## src/rtl/operacion.sv

```systemverilog
// operacion: 4-bit unsigned restoring divider producing one quotient bit every SCAN_DIV clocks
// ports: clk, rst (async, active-high), dividendo/divisor (operands, captured after reset), cociente/resto (registered result)
module operacion #(
    parameter int SCAN_DIV = 4
) (
    input  logic       clk,
    input  logic       rst,
    input  logic [3:0] dividendo,
    input  logic [3:0] divisor,
    output logic [3:0] cociente,
    output logic [3:0] resto
);
    localparam int CW = SCAN_DIV > 1 ? $clog2(SCAN_DIV) : 1;
    typedef enum logic [1:0] {IDLE, RUN, DONE} state_t;
    state_t          r_state, w_next;
    logic [CW-1:0]   r_cnt;
    logic [1:0]      r_bit;
    logic [3:0]      r_a, r_b, r_rem, r_q, r_cociente, r_resto, w_q, w_rem;
    logic [4:0]      w_p;
    logic            w_step, w_ge, w_last;
    assign w_step   = r_state == RUN && r_cnt == CW'(SCAN_DIV - 1);
    assign w_p      = {r_rem, r_a[r_bit]};
    assign w_ge     = w_p >= {1'b0, r_b};
    // the difference always fits in 4 bits because the stored remainder stays below B
    assign w_rem    = w_ge ? 4'(w_p - {1'b0, r_b}) : w_p[3:0];
    assign w_last   = w_step && r_bit == 2'd0;
    assign cociente = r_cociente;
    assign resto    = r_resto;
    always_comb begin
        w_q        = r_q;
        w_q[r_bit] = w_ge;
    end
    always_comb w_next = r_state == IDLE ? RUN : w_last ? DONE : r_state;
    always_ff @(posedge clk or posedge rst)
        if (rst) r_state <= IDLE;
        else     r_state <= w_next;
    always_ff @(posedge clk or posedge rst) begin
        if (rst) begin
            r_cnt      <= '0;
            r_bit      <= '0;
            r_a        <= '0;
            r_b        <= '0;
            r_rem      <= '0;
            r_q        <= '0;
            r_cociente <= '0;
            r_resto    <= '0;
        end else if (r_state == IDLE) begin
            r_a   <= dividendo;
            r_b   <= divisor;
            r_rem <= '0;
            r_q   <= '0;
            r_cnt <= '0;
            r_bit <= 2'd3;
        end else if (r_state == RUN) begin
            r_cnt <= w_step ? '0 : r_cnt + 1'b1;
            if (w_step) begin
                r_rem <= w_rem;
                r_q   <= w_q;
                r_bit <= r_bit - 2'd1;
            end
            // results appear on the same edge that enters DONE
            if (w_last) begin
                r_cociente <= w_q;
                r_resto    <= w_rem;
            end
        end
    end
endmodule

```

## config.mk

```make
export PLATFORM = sky130hd
export DESIGN_NAME = operacion
export DESIGN_NICKNAME = d
export VERILOG_FILES = /design/src/rtl/operacion.sv
export SDC_FILE = /design/constraint.sdc
export NUM_CORES = 1
export LEC_CHECK = 0
export CORE_UTILIZATION = 49
export CTS_BUF_LIST = sky130_fd_sc_hd__clkbuf_8 sky130_fd_sc_hd__clkbuf_16
export DETAILED_ROUTE_END_ITERATION = 8
export GPL_TIMING_DRIVEN = 1
export PLACE_DENSITY = 0.76
export SLEW_MARGIN = 20
export SYNTH_ARGS = -nofsm -noshare
export SYNTH_HDL_FRONTEND = slang
export SYNTH_SLANG_ARGS = --single-unit
```

## constraint.sdc

```tcl
create_clock -name clk -period 2.3 [get_ports clk]
set_input_delay 0.46 -clock clk [delete_from_list [all_inputs] [get_ports clk]]
set_output_delay 0.46 -clock clk [all_outputs]
set_load 0.02 [all_outputs]
```

Word level (Yosys, flattened, before mapping)
Cells that the tools add are included.
Word-level totals
  bits in registers: 30
  input bits: 10
  output and inout port bits: 8
  logic and storage cells: 48
Cells by class
  add/subtract/negate cells: 3
  $lt $le $gt $ge: 3
  equal/unequal tests: 2
  muxes and demuxes: 20
  bitwise gates (word level): 1
  reduce and logical (&&, ||, !) cells: 10
Operators by type and width (count)
  $mux 4: 7
  $mux 2: 8
  $reduce_bool 2->1: 3
  $ge 5x4->1: 1
  $bwmux 4: 1
  $logic_not 2->1: 2
  $sub 4x4->4: 1
  $logic_and 1x1->1: 3
  $lt 2x3->1 const B: 1
  $reduce_and 3->1: 1
  $add 2x1->2 const B: 1
  $bmux 1 s2: 1
  $demux 1 s2: 1
  $eq 2x1->1 const B: 1
  $eq 2x2->1 const B: 1
  $ge 2x1->1 const B: 1
  $mux 1: 2
  $reduce_and 2->1: 1
  $sub 2x1->2 const B: 1
  $not 1->1: 1

Longest topological paths before layout
  depth in word-level cells: 8
  mapped depth: 8
  gate-level depth less buffers: 7

Worst setup path after synthesis
No wires, ideal clock.
  path type: register -> register
  start point: register r_bit[0]
  end point: register r_resto[2] (netlist: resto[2])
  setup time: 0.082 ns
  arrival time: 2.060 ns
  required time: 2.218 ns
  slack: 0.159 ns
  cell stages (with the launch flop): 8
  path buffers: 0
  clock period less this slack: 2.141 ns
  cell sequence: dfrtp_1 mux4_2 inv_1 ha_1 fa_1 xor2_1 or3_2 a31oi_1
Between the ends
  word-level cells in the longest chain between the ends: 4
  elaborated cells on any way between the ends: 8
  classes of those cells: add/sub (1); order compare (1); mux (3); reduce/logical (3)
RTL lines
  start, declared: line 17  | logic [1:0] r_bit;
  start signal, assigned: line 59  | r_bit <= r_bit - 2'd1;
  $bmux 1 s2: line 22  | assign w_p = {r_rem, r_a[r_bit]};
  $mux 1 (not written as such): line 22
  $sub 4x4->4 or $ge 5x4->1 (tied branches): line 25, 23
  $mux 4: line 25  | assign w_rem = w_ge ? 4'(w_p - {1'b0, r_b}) : w_p[3:0];
  end signal, assigned: line 64  | r_resto <= w_rem;
  end, declared: line 18  | logic [3:0] r_a, r_b, r_rem, r_q, r_cociente, r_resto, w_q, w_rem;
Several ways; a longest one is shown, not always the timed one. The select of a mux whose other input is x is not followed.
A chain may end at the register's enable or synchronous reset.

Final worst setup path
Ends and elaborated chain as after synthesis.

==> flow_summary.toml <==
[status]
status = "complete, but fails checks"
violations = "design-rule violations"

[cts]
cts_root_buffer = "clkbuf_8"
clk_latency_ns = 0.28
cts_hold_buf = 0
htreeDepth = 2
cts.sinks = 29
clock_path_buffers = 2
path_clk_slew_ns = 0.06
cts_buffers = 5
cts_tree = "yes"

[sta]
relSlewSlack_pct = 70.7
skew_ns = 0.00433
post-route-period-util_pct = 95.7
period_needed_ns = 2.20
fmax_mhz = 454
finalHoldViolCount = 0
tightest_slew_ns = 0.437
setup_ws_ns = 0.0980
setup-violations-final = 0
maxSlewViolCount = 0

[yosys]
synth.area.mux_share_pct = 5.13
synth_area_mm2 = 0.00154
yosysWarnings = 0
yosys.area_share.simple_pct = 13.7
synth-edff-count = 0
seq_area_frac_synth_pct = 47.3
synth.net_count = 165
yosys.area_share.adder_pct = 8.64
synth_cells = 145
yosysUniqueCellTypes = 41
postSynth.asyncResetShare_pct = 100
synthFlopType = "dfrtp_1"
syn_avg_cell_area_um2 = 10.6
synth_top_family_by_area = "compound AO/OA/AOI/OAI gates"
synth_seq_cells = 29
synth_xor_area_share_pct = 1.14
synth_compound_area_share_pct = 18.9

[critical_path]
setup.worst_path.start_class = "register"
r2r_setup_slack_ns = 0.1
cp_max_fo = 5
cp-endpoint = "resto[2]$_DFFE_PP0P_"
startpoint = "r_bit[0]$_DFFE_PP0P_"
crit_arrival_ns = 2.40
critPathRequiredTime_ns = 2.50
timing.rr.start = "r_bit[0]$_DFFE_PP0P_"
r2r_cells = 7
r2r_end = "resto[2]$_DFFE_PP0P_"
end_kind = "register"
critPathKind = "register to register"

[cells_and_area]
drive_above_1_share_pct = 17.3
fin_cells = 204
n_antenna_cell = 0
area_growth_pct = 21.0
multi_input_comb_area_um2 = 749
fill_cells = 229
nets = 192
finalInstanceArea_mm2 = 0.00186
ff_latch_area_um2 = 726

[placement]
gp_congestion = 0.854
dpl_cell_area_mm2 = 0.00175
pre_cts_slack_ns = 0.0743
dp.cells = 194
dp_hpwl_um = 2350
io_buffers = 17

[route]
postRouteAntennaNets = 0
wire_per_inst_um = 15.8
routed_via_density = 5.97
dr.pass1.iters = 6
drtIter0Drc = 54
drt_wl_total_um = 3220
vias = 1217
drc = 1

[grt]
grt_max_degree = 30
antenna_found_initial = 0
grt.overflow.total = 0
grt_use_total_pct = 22.9
grt_pass1_vias = 1260
grt_pass1_wl_um = 5750

[die]
coreArea_mm2 = 0.00285
rows = 19
dieArea_mm2 = 0.00336
die_w_um = 58.0
io_pins = 18
initial_utilization_pct = 53.8
fp.dieH_um = 58.0

[power]
p_per_area_mw_per_mm2 = 992
ir_drop_v = 0.000540
power.leakage_nw = 0.850
power.total_mw = 1.84

[job]
cap_violations = 0

[hold_path]
hold_class = "register to register"
[routing by layer]
metal / share of wire [%] / up-vias / GRT usage [%]
met1: 42 / 581 / 27.4
met2: 49 / 53 / 38.1
met4: 2.2 / 0 / 8.16
li1: - / 574 / -
met5: 0 / - / 0
met3: 6.1 / 9 / 8.26
[through the flow]
stage | hold WS (ns) | TNS (ns) | util (%)
finish | 0.482 | 0 | 65.1
global route | 0.514 | -0.0182 | 65.1
CTS | 0.488 | 0 | 64.2
detailed placement | 0.476 | 0 | 61.4
global placement | 0.466 | 0 | 61.4
floorplan | 0.452 | 0 | -
[cell usage after synthesis (all sizes together) (2+ instances only)]
master	instances	area, um2
a21o	2	15.0
a22o	3	26.3
a32o	4	40.0
a32oi	2	17.5
and2	3	21.3
buf	5	42.5
dfrtp	29	726
ha	9	113
inv	9	33.8
mux2	5	56.3
nand2	12	45.0
nand2b	3	18.8
nand3	3	15.0
nor2	11	41.3
nor2b	2	12.5
nor4	2	12.5
o211ai	4	30.0
o21ai	18	93.8
[state kept, by name (all words and copies together) (netlist names), 3 cells and up]
signal	cells
r_a	4
r_b	4
cociente	4
r_q	3
r_rem	4
resto	4
[worst max-delay path, stage by stage, from the launching register on]
cell	delay, ns
dfrtp_1	0.37
mux4_2	0.51
inv_1	0.07
ha_1	0.18
nor2b_2	0.08
o21a_2	0.25
or3_2	0.47
a31oi_1	0.19
[repair_timing]
item,CTS,global route
endpoints found under the hold margin,0,0
setup buffers,0,1
endpoints found under the setup margin,0,14
gates resized for setup,0,5
[cell usage in the layout (no fill, tap or decap), types with 2 or more instances in the layout]
master           instances
clkbuf_8                 5
clkdlybuf4s50_1         17
ha_1                     9
a21o_1                   2
and2_2                   2
nor2_1                  11
a22o_1                   3
dfrtp_1                 29
nand2b_1                 3
a32o_1                   4
a32oi_1                  2
o21ai_0                 16
o211ai_1                 4
inv_1                   12
buf_4                    8
nand3_1                  3
mux2_2                   5
nand2_1                 12
[area by class of cell]
cell class / count / area share, %
inverter: 9 / 1.82
clock buffer: 5 / 3.70
timing repair buffer: 25 / 12.4
sequential: 29 / 39.1
clock inverter: 3 / 0.606
multi-input combinational: 102 / 40.3
tap: 31 / 2.09
[power by group]
part	switching (mW)	internal, mW
logic	0.410	0.348
registers	0.0854	0.615
clock network	0.183	0.201
[cells by family after synthesis]
| logic type | count (synthesis) |
|---|---|
| flops | 29 |
| compound gates | 41 |
| simple gates | 42 |
| xor+xnor | 2 |
| buf+inv | 15 |
| mux | 6 |
| fa+ha+maj | 10 |
[how the worst min path moves through the flow]
stage / from / end / slack, ns / cells after the start
after floorplan: r_cnt[1]$_DFFE_PP0P_ / r_cnt[1]$_DFFE_PP0P_ / 0.45 / 2
after CTS: r_cnt[1]$_DFFE_PP0P_ / r_cnt[1]$_DFFE_PP0P_ / 0.49 / 2
final: r_cnt[1]$_DFFE_PP0P_ / r_cnt[1]$_DFFE_PP0P_ / 0.48 / 2
after detailed placement: r_cnt[1]$_DFFE_PP0P_ / r_cnt[1]$_DFFE_PP0P_ / 0.48 / 2
after global routing: r_q[1]$_DFFE_PP0P_ / r_q[1]$_DFFE_PP0P_ / 0.51 / 1
after global placement: cociente[0]$_DFFE_PP0P_ / cociente[0]$_DFFE_PP0P_ / 0.47 / 2
No activity file was read; power rests on OpenSTA's default activity.
